`config.mk`:
```
export PLATFORM = sky130hd
export DESIGN_NAME = cand_vector_gen
export DESIGN_NICKNAME = d
export VERILOG_FILES = /design/src/rtl/cand_vector_gen.sv
export SDC_FILE = /design/constraint.sdc
export NUM_CORES = 1
export LEC_CHECK = 0
export ABC_AREA = 1
export CORE_MARGIN = 2
export CORE_UTILIZATION = 63
export DETAILED_ROUTE_END_ITERATION = 12
export DONT_BUFFER_PORTS = 1
export HOLD_SLACK_MARGIN = 0.08
export PLACE_DENSITY = 0.81
export SLEW_MARGIN = 20
export SYNTH_ARGS = -nofsm -noshare
export SYNTH_HDL_FRONTEND = slang
export SYNTH_SLANG_ARGS = --single-unit
```
`constraint.sdc`:
```
create_clock -name clk -period 2.17 [get_ports clk]
set_input_delay 0.217 -clock clk [delete_from_list [all_inputs] [get_ports clk]]
set_output_delay 0.217 -clock clk [all_outputs]
set_load 0.05 [all_outputs]
```
`src/rtl/cand_vector_gen.sv`:
```
// Candidate generator: draws vectors from a Galois LFSR, offers them to the constraint
// checkers over valid/ready, and emits the first passing vector or pulses fail after MAX_TRIES.
module cand_vector_gen #(
  parameter int               VEC_W     = 64,
  parameter logic [VEC_W-1:0] TAPS      = 64'hD800_0000_0000_0000,
  parameter logic [VEC_W-1:0] SEED_RST  = VEC_W'(1),
  parameter int               MAX_TRIES = 1024,
  parameter int               CNT_W     = $clog2(MAX_TRIES + 1)
) (
  input  logic             clk,
  input  logic             rst_n,
  input  logic             seed_load,
  input  logic [VEC_W-1:0] seed_in,
  input  logic             start,
  output logic             cand_valid,
  input  logic             cand_ready,
  output logic [VEC_W-1:0] cand_vec,
  input  logic             chk_valid,
  input  logic             chk_pass,
  output logic             sol_valid,
  input  logic             sol_ready,
  output logic [VEC_W-1:0] sol_vec,
  output logic             busy,
  output logic             fail,
  output logic [CNT_W-1:0] tries
);

  // state    | meaning
  // IDLE     | waiting for start; seed_load accepted here only
  // GEN      | advance LFSR and latch the new candidate
  // PRESENT  | candidate offered, waiting for cand_ready
  // WAIT_CHK | waiting for the checker verdict
  // EMIT     | solution offered, waiting for sol_ready
  typedef enum logic [2:0] {
    IDLE     = 3'd0,
    GEN      = 3'd1,
    PRESENT  = 3'd2,
    WAIT_CHK = 3'd3,
    EMIT     = 3'd4
  } state_t;

  localparam logic [CNT_W-1:0] MAX_CNT = CNT_W'(MAX_TRIES);

  state_t           state, state_nxt;
  logic [VEC_W-1:0] lfsr, lfsr_nxt, lfsr_step;
  logic [VEC_W-1:0] cand_vec_nxt, sol_vec_nxt;
  logic             cand_valid_nxt, sol_valid_nxt, fail_nxt;
  logic [CNT_W-1:0] tries_nxt, tries_inc;

  assign lfsr_step = lfsr[0] ? ((lfsr >> 1) ^ TAPS) : (lfsr >> 1);
  assign tries_inc = tries + CNT_W'(1);
  assign busy      = (state != IDLE);

  always_ff @(posedge clk or negedge rst_n) begin
    if (!rst_n) begin
      state      <= IDLE;
      lfsr       <= SEED_RST;
      cand_vec   <= '0;
      cand_valid <= 1'b0;
      sol_vec    <= '0;
      sol_valid  <= 1'b0;
      tries      <= '0;
      fail       <= 1'b0;
    end else begin
      state      <= state_nxt;
      lfsr       <= lfsr_nxt;
      cand_vec   <= cand_vec_nxt;
      cand_valid <= cand_valid_nxt;
      sol_vec    <= sol_vec_nxt;
      sol_valid  <= sol_valid_nxt;
      tries      <= tries_nxt;
      fail       <= fail_nxt;
    end
  end

  always_comb begin
    state_nxt      = state;
    lfsr_nxt       = lfsr;
    cand_vec_nxt   = cand_vec;
    cand_valid_nxt = cand_valid;
    sol_vec_nxt    = sol_vec;
    sol_valid_nxt  = sol_valid;
    tries_nxt      = tries;
    fail_nxt       = 1'b0;
    case (state)
      IDLE: begin
        // The seed lands in lfsr this cycle, so a simultaneous start draws from it in GEN.
        if (seed_load) lfsr_nxt = (seed_in == '0) ? VEC_W'(1) : seed_in;
        if (start) begin
          tries_nxt = '0;
          state_nxt = GEN;
        end
      end
      GEN: begin
        lfsr_nxt       = lfsr_step;
        cand_vec_nxt   = lfsr_step;
        cand_valid_nxt = 1'b1;
        state_nxt      = PRESENT;
      end
      PRESENT: begin
        if (cand_ready) begin
          cand_valid_nxt = 1'b0;
          state_nxt      = WAIT_CHK;
        end
      end
      WAIT_CHK: begin
        if (chk_valid) begin
          if (chk_pass) begin
            sol_vec_nxt   = cand_vec;
            sol_valid_nxt = 1'b1;
            state_nxt     = EMIT;
          end else begin
            tries_nxt = tries_inc;
            if (tries_inc == MAX_CNT) begin
              fail_nxt  = 1'b1;
              state_nxt = IDLE;
            end else begin
              state_nxt = GEN;
            end
          end
        end
      end
      EMIT: begin
        if (sol_ready) begin
          sol_valid_nxt = 1'b0;
          state_nxt     = IDLE;
        end
      end
      default: state_nxt = IDLE;
    endcase
  end

endmodule

```
==> flow_summary.ini <==
[floorplanning]
die_y_um = 120.7
start_util_pct = 64.51
core.rowCount = 42
die_area_mm2 = 0.01456
io_pins = 215
fp.dieW_um = 120.7
core_area_mm2 = 0.01330

[routing]
drc_errors = 0
routed_wirelength_um = 21270
vias = 6854
wl_per_cell_um = 17.93
drt_first_pass_iters = 6
via_per_inst = 5.779
drtAntennaViolNets = 0
first_iter_violations = 784

[worst_setup_path]
crit_required_ps = 2540
crit_cells = 5
crit_buf_inv = 2
crit_end = sol_vec[24]$_DFFE_PN0P_
r2r_slack_ps = 250
critPathMaxFanout = 36
cp-end-kind = register
start_kind = register
cp.arrival_ps = 2280
critPathTopFamily = simple AND/OR/NAND/NOR gates
cp_cell_sequence = inv_2 -> nor3_4 -> nand3_4 -> buf_12 -> o21ai_0
r2r_start = state[0]$_DFFE_PN0P_
cpPeakStageDelay_ps = 470
crit_path_top_delay_cell = dfrtp_1
r2r_cells = 5
rr_endpoint = sol_vec[24]$_DFFE_PN0P_
worstSetupPathType = register to register
cp-startpoint = state[0]$_DFFE_PN0P_

[synth]
syn_avg_cell_area_um2 = 9.223
ys_types = 36
synth_mux_area_share_pct = 0
netlist_instances = 930
ys_seq_elements = 209
syn_area_mm2 = 0.008577
yosys.area.top_type = dfrtp_1
synth_top_area_share_pct = 60.69
yosys.area_share.simple_pct = 15.01
synthTopCellsByArea = dfrtp_1, nand2_1, o21ai_0, inv_1, o211ai_1
seq_area_frac_synth_pct = 60.99
ys_warn_count = 0
syn-num-nets = 1003
yosys.area_share.adder_pct = 0.1459
synth-xor-area-share_pct = 0.3063
synth_top_family_by_area = simple AND/OR/NAND/NOR gates
synth-compound-area-share_pct = 14.51

[grt]
grt_start_max_net_pins = 210
grt-ovfl-total = 0
grtUsageTotal_pct = 29.73
antenna_found_initial = 1
grt_pass1_vias = 6932
grt_pass1_wl_um = 34570

[clock_network]
clk_pin_slew_worst_paths_ps = 60
cts_num_sinks = 209
cts_inserted_buffers = 20
tritoncts = done
clk_latency_ps = 490
clk_path_buf_depth = 3
root_buffer = clkbuf_16
htreeDepth = 1
cts_hold_buffers = 70

[sta]
period_share_pct = 88.28
hold_ws_ps = -568.7
fin_setup_tns_ps = 0
setup_violations = 0
relSlewSlack_pct = 55.53
max_freq_mhz = 522.0
fin_skew_ps = 8.536
grt_setup_unrepaired = false
drv_slew = 0
hold_violations = 209
tightest_slew_ps = 667.1
min_period_ps = 1916

[finish]
fin_nets = 1074
fin_area_mm2 = 0.01011
drive_gt1_share_pct = 6.151
fin_cells = 1186
n_fill_cell = 880
area_growth_pct = 17.83

[min_path]
worstHoldPathType = primary input to async pin

[placement]
placed_area_mm2 = 0.008823
dp_cells = 1085
io_buffers = 0
dp_hpwl_um = 13000
gp_congestion = 0.8132

[power_and_ir_drop]
max-vdd-ir-drop_mv = 1.156
cellLeakagePower_nw = 4.868
power.density_mw_per_mm2 = 1811

[flow_run]
maxCapViolCount = 0

[status]
violations = hold timing
status = finished with violations
## layer usage
metal | up-vias | share of wire (%) | global-route usage, %
li1 | 3128 | - | -
met1 | 3338 | 39 | 37.22
met2 | 328 | 49 | 49.93
met3 | 60 | 8.8 | 8.019
met4 | 0 | 3.0 | 10.83
met5 | - | 0 | 0
## layout make-up
class | instances | area [um2] | area share [%]
Timing Repair Buffer | 91 | 908.4 | 8.989
Inverter | 153 | 575.6 | 5.695
Clock inverter | 1 | 5.005 | 0.04952
Sequential cell | 209 | 5231 | 51.76
Antenna cell | 2 | 5.005 | 0.04952
Multi-Input combinational cell | 526 | 2589 | 25.62
Clock buffer | 28 | 571.8 | 5.658
Tap cell | 176 | 220.2 | 2.179
## worst min path at each step
stage               start                 endpoint  slack (ps)  cells after the start
floorplan           rst_n   cand_valid$_DFFE_PN0P_         -80                      0
global placement    rst_n  sol_vec[44]$_DFFE_PN0P_         -70                      0
detailed placement  rst_n  sol_vec[44]$_DFFE_PN0P_         -70                      0
CTS                 rst_n  sol_vec[44]$_DFFE_PN0P_        -580                      0
global route        rst_n  sol_vec[53]$_DFFE_PN0P_        -600                      0
finish              rst_n  sol_vec[44]$_DFFE_PN0P_        -570                      0
## what timing repair did
item	CTS	global route
resized for setup	0	0
setup buffers	0	0
hold endpoints to repair	281	209
## where the power goes
| group | switching [mW] | internal, mW | leakage [nW] |
|---|---|---|---|
| clock network | 1.37 | 1.81 | 0.283 |
| registers | 5.28 | 5.63 | 2.65 |
| logic | 2.68 | 1.52 | 1.94 |
## flip-flops by register name, indices dropped and copies added, names as in the netlist
signal      count
state           3
fail            1
sol_vec        64
cand_vec       64
lfsr           64
sol_valid       1
cand_valid      1
tries          11
## stage by stage
step | power (mW) | setup WS [ps] | utilization, %
final | 18.30 | 254.4 | 76.01
after global routing | 19.28 | 136.6 | 75.97
after CTS | 18.25 | 321.5 | 75.97
after detailed placement | 14.93 | 338.6 | 66.37
after global placement | 14.72 | 359.9 | 66.37
after floorplan | 13.70 | 219.4 | -
## cell usage after synthesis (all sizes together)
cell type,number
inv,153
nand3,15
buf,21
xor2,2
a21oi,3
o21bai,1
a21boi,1
nor3,3
xnor2,1
ha,1
o221ai,2
o22ai,6
o21a,4
nand2,243
a41oi,1
nand4,18
dfstp,1
dfrtp,208
or2,1
a31oi,1
o211ai,58
nor2,28
nor4,2
o21ai,135
clkbuf,21
## cell usage in the layout (no fill, tap or decap), drive strengths merged
cell,count
nand2,243
dfrtp,208
inv,152
o21ai,135
dlygate4sd3,70
o211ai,58
nor2,28
clkbuf,28
buf,21
nand4,18
nand3,15
o22ai,6
o21a,4
nor3,3
a21oi,3
diode,2
clkinv,2
xor2,2
o221ai,2
nor4,2
or2,1
xnor2,1
a21boi,1
a31oi,1
a41oi,1
o21bai,1
ha,1
dfstp,1
## logic make-up after synthesis
| family | Yosys count |
|---|---|
| compound gates | 212 |
| buf+inv | 195 |
| xor+xnor | 3 |
| fa+ha+maj | 1 |
| flops | 209 |
| simple gates | 310 |
Power figures use the tool's default switching activity.
